### config.mk
export PLATFORM = sky130hd
export DESIGN_NAME = seq_pattern_counter
export DESIGN_NICKNAME = d
export VERILOG_FILES = /design/src/rtl/seq_pattern_counter.sv
export SDC_FILE = /design/constraint.sdc
export NUM_CORES = 1
export LEC_CHECK = 0
export CORE_ASPECT_RATIO = 0.6
export CORE_UTILIZATION = 40
export DETAILED_ROUTE_END_ITERATION = 10
export PLACE_DENSITY_LB_ADDON = 0.25
export SYNTH_ARGS = -nofsm -noshare
export SYNTH_HDL_FRONTEND = slang
export SYNTH_SLANG_ARGS = --single-unit
### constraint.sdc
create_clock -name clock_100Mhz -period 1.6 [get_ports clock_100Mhz]
set_input_delay 0.32 -clock clock_100Mhz [delete_from_list [all_inputs] [get_ports clock_100Mhz]]
set_output_delay 0.32 -clock clock_100Mhz [all_outputs]
set_load 0.01 [all_outputs]
### src/rtl/seq_pattern_counter.sv
// seq_pattern_counter: counts non-overlapping occurrences of PATTERN in a strobed serial bit stream.
// Build option: define SEQ_PATTERN_OVERLAP_EN for overlapping counting (HOLD never entered).
// Ports:
//   clock_100Mhz      - system clock, rising edge
//   reset             - asynchronous active-high reset
//   bit_in            - serial data from the pattern ROM (douta), sampled on the strobe
//   one_second_enable - one-cycle bit-accept strobe
//   count_clear       - synchronous clear of count, history, overflow and FSM
//   pattern_count     - registered 8-bit match count (wraps 255->0)
//   match_pulse       - one-cycle pulse after each counted match
//   overflow          - sticky flag, set when the count wraps
//   state_dbg         - FSM state: 00 FILL, 01 ARMED, 10 HOLD
module seq_pattern_counter #(
    parameter int                     PATTERN_LEN = 4,
    parameter logic [PATTERN_LEN-1:0] PATTERN     = 4'b1011
) (
    input  logic       clock_100Mhz,
    input  logic       reset,
    input  logic       bit_in,
    input  logic       one_second_enable,
    input  logic       count_clear,
    output logic [7:0] pattern_count,
    output logic       match_pulse,
    output logic       overflow,
    output logic [1:0] state_dbg
);
    typedef enum logic [1:0] {FILL = 2'b00, ARMED = 2'b01, HOLD = 2'b10} state_t;
    localparam logic [3:0] LEN = 4'(PATTERN_LEN);

    state_t                 state_q, state_d;
    logic [PATTERN_LEN-1:0] hist_q, hist_d, hist_next;
    logic [3:0]             bs_q, bs_d;
    logic [7:0]             cnt_q, cnt_d;
    logic                   pulse_q, pulse_d, ovf_q, ovf_d;
    logic                   full, cand, elig, hit;

    always_comb begin
        hist_next = {hist_q[PATTERN_LEN-2:0], bit_in};
        // full: the bit being accepted is at least the PATTERN_LEN-th since the last reference point
        full      = (bs_q + 4'd1) >= LEN;
        cand      = hist_next == PATTERN;
`ifdef SEQ_PATTERN_OVERLAP_EN
        elig      = full || state_q == ARMED;
`else
        elig      = full;
`endif
        hit       = one_second_enable && cand && elig;
        state_d   = state_q;
        hist_d    = hist_q;
        bs_d      = bs_q;
        cnt_d     = cnt_q;
        ovf_d     = ovf_q;
        pulse_d   = 1'b0;
        if (count_clear) begin
            state_d = FILL;
            hist_d  = '0;
            bs_d    = '0;
            cnt_d   = '0;
            ovf_d   = 1'b0;
        end else begin
            if (one_second_enable) begin
                hist_d  = hist_next;
                pulse_d = hit;
                if (hit) begin
                    bs_d    = '0;
                    cnt_d   = cnt_q + 8'd1;
                    ovf_d   = ovf_q || cnt_q == 8'hff;
`ifdef SEQ_PATTERN_OVERLAP_EN
                    state_d = ARMED;
`else
                    state_d = HOLD;
`endif
                end else begin
                    bs_d    = full ? LEN : bs_q + 4'd1;
                    state_d = full ? ARMED : state_q;
                end
            end
            // illegal encoding 11 restarts the fill phase
            if (state_q == state_t'(2'b11)) begin
                state_d = FILL;
                bs_d    = '0;
            end
        end
    end

    always_ff @(posedge clock_100Mhz or posedge reset) begin
        if (reset) begin
            state_q <= FILL;
            hist_q  <= '0;
            bs_q    <= '0;
            cnt_q   <= '0;
            ovf_q   <= 1'b0;
            pulse_q <= 1'b0;
        end else begin
            state_q <= state_d;
            hist_q  <= hist_d;
            bs_q    <= bs_d;
            cnt_q   <= cnt_d;
            ovf_q   <= ovf_d;
            pulse_q <= pulse_d;
        end
    end

    assign pattern_count = cnt_q;
    assign match_pulse   = pulse_q;
    assign overflow      = ovf_q;
    assign state_dbg     = state_q;
endmodule
==> impl_metrics.toml <==
[status]
status = "complete, but fails checks"
violations = "setup timing"

[floorplanning]
start_util_pct = 44.2
die_height_um = 40.7
die_w_um = 66.5
core_region_area_sq_um = 2260
fp-row-count = 13
die_area_sq_um = 2710
ioPinCount = 17

[place]
port_buffers = 16
placed_cells = 165
place_hpwl_um = 1800
gp_congestion = 0.806
pre_cts_ws_ns = -0.501

[clock_network]
cts_sinks = 19
cts_tree = "built"
clk_pin_slew_ns = 0.07
clk_latency_ns = 0.27
cts.root.buffer_cell = "clkbuf_8"
clockBufferDepth = 2
cts_htree_levels = 1
cts_hold_buffers = 0
cts_buffers = 3

[route]
detail_route.vias_per_cell = 5.65
vias = 1006
ant_nets = 0
drcViolationCount = 0
firstDrtPassIters = 4
drt_iter0_drc = 59
wl_per_cell_um = 16.8
wl_um = 2990

[finish]
instances_no_fill = 178
layout_commonest_cell = "buf_4"
final_util_pct = 72.8
drive_above_1_share_pct = 44.6
syn2layout_area_growth_pct = 64.8
nets = 156
layout_common_cells = "buf_4 (23), dfrtp_1 (17), clkdlybuf4s50_1 (11)"
n_antenna_cell = 0

[sta]
relSlewSlack_pct = 72.6
layout_setup_ws_ns = -0.124
drv_slew = 0
whs_ns = 0.376
skew_ns = 0.00455
tns_ns = -0.590
rsz0062_at_grt = "true"
finalSetupViolCount = 10
period_minus_slack_ns = 1.72
hold_viol_final = 0
max_freq_mhz = 580
period_share_pct = 108
tightestPinTransition_ns = 0.411

[power]
peakVddDrop_uv = 426
power_leakage_nw = 0.726
p_per_area_nw_per_um2 = 587

[setup_path]
critPathKind = "flop to flop"
crit_chain = "buf_6 -> and3b_2 -> o311ai_4 -> buf_6 -> nor4_2 -> o21ba_2"
cp_num_buf_inv = 2
crit_required_ns = 1.76
worst-path-stages = 6
endpoint_kind = "flop"
rrSetupSlack_ns = -0.12
critical_path.top_delay_family = "compound AO/OA/AOI/OAI gates"
critPathArrivalTime_ns = 1.88
crit_top_cell = "buf_6"
max_stage_delay_ns = 0.42
critPathMaxFanout = 7
slowest_stage = "dfrtp_1"
cp-start-kind = "flop"
ff2ff_path_depth = 6
timing.rr.start = "bs_q[1]$_DFFE_PP0P_"
r2r_end = "pattern_count[7]$_DFFE_PP0P_"

[synthesis]
synth_compound_area_share_pct = 20.1
synth-warning-count = 0
synthFlopType = "dfrtp_1"
synth_top_family_by_area = "simple AND/OR/NAND/NOR gates"
synth_area_sq_um = 998
synth_top_area_share_pct = 47.6
synth.distinct_cells = 36
synth_top_area_cell = "dfrtp_1"
yosys-top-cells-area = "dfrtp_1 (48%), a21oi_1 (5.5%), nand2_1 (4.1%)"
synth-xor-area-share_pct = 0
muxShareOfSynthArea_pct = 2.01
ys_ff_latch = 19
synthArstFlopShare_pct = 100
yosysSeqAreaShare_pct = 47.6
synth_edf_count = 0
synth-adder-area-share_pct = 2.51
syn_nets = 107
netlist_instances = 100
synthSimpleGateAreaFrac_pct = 24.1
syn_avg_cell_area_sq_um = 9.98

[grt]
grt-ovfl-total = 0
grtUsageTotal_pct = 23.9
grt_pass1_vias = 971
grt_pass1_wl_um = 4540
antenna_found_initial = 0
grt_max_degree = 20

[job]
cap_violations = 0

[min_path]
worst_hold_path_type = "input port to async pin"
## power by group
group | internal (mW) | total [mW] | switching (mW)
clock | 0.178 | 0.349 | 0.172
combinational | 0.0599 | 0.122 | 0.0623
sequential | 0.487 | 0.494 | 0.00724
total | 0.725 | 0.966 | 0.241
## per-stage QoR
stage / area, sq um / total power [mW]
finish: 1650 / 0.966
global route: 1650 / 0.998
CTS: 1550 / 0.949
detailed placement: 1340 / 0.591
global placement: 1340 / 0.587
floorplan: 1000 / 0.544
## logic make-up (layout without fill, tap and decap cells)
group / count (synthesis) / after routing
flops: 19 / 19
fa+ha+maj: 2 / 2
mux: 2 / 2
compound gates: 29 / 29
buf+inv: 6 / 54
simple gates: 42 / 42
## final cells by class
class                   instances  area, sq um
clock buffers                   4         45.0
fillers                       159          616
inverters                       3         11.3
multi-input cells              75          646
flip-flops and latches         19          478
well taps                      30         37.5
repair buffers                 47          428
## cell usage after synthesis (all sizes together), types with 2 or more instances
cell type,n
a21oi,11
nand3,2
nor2,6
mux2i,2
o21ai,3
buf,2
ha,2
and2,2
o31ai,5
or3,5
or4,5
nor3,2
nor3b,2
dfrtp,19
inv,3
nand2,12
## layer usage
metal | vias to the layer above | share of wire, % | GRT usage [%]
met1 | 495 | 47 | 29.8
met5 | - | 0 | 0
met3 | 2 | 5.1 | 8.61
met4 | 0 | 0.27 | 10.1
met2 | 37 | 47 | 38.8
li1 | 472 | - | -
## registers in the layout (all words and copies together), names as in the netlist
register / flops
hist_q: 3
overflow: 1
match_pulse: 1
bs_q: 4
state_dbg: 2
pattern_count: 8
## worst max-delay path by stage
stage / start / end
after floorplan: pattern_count[0]$_DFFE_PP0P_ / pattern_count[4]$_DFFE_PP0P_
after global placement: one_second_enable / pattern_count[5]$_DFFE_PP0P_
after detailed placement: one_second_enable / pattern_count[5]$_DFFE_PP0P_
after CTS: hist_q[2]$_DFFE_PP0P_ / pattern_count[4]$_DFFE_PP0P_
after global routing: bs_q[1]$_DFFE_PP0P_ / pattern_count[7]$_DFFE_PP0P_
final: bs_q[1]$_DFFE_PP0P_ / pattern_count[7]$_DFFE_PP0P_
## worst reg2reg max path: cells and delay by family (launching register included)
family / cells / cell delay (ns)
compound gates: 2 / 0.59
flops: 1 / 0.42
buf+inv: 2 / 0.33
simple gates: 2 / 0.29
## what timing repair did
item                                    CTS  global route
setup buffers                             8             2
endpoints found under the setup margin   13            19
pin swaps                                19            15
gates resized for setup                  30            18
Note: power is estimated with default switching activity, not from simulation.
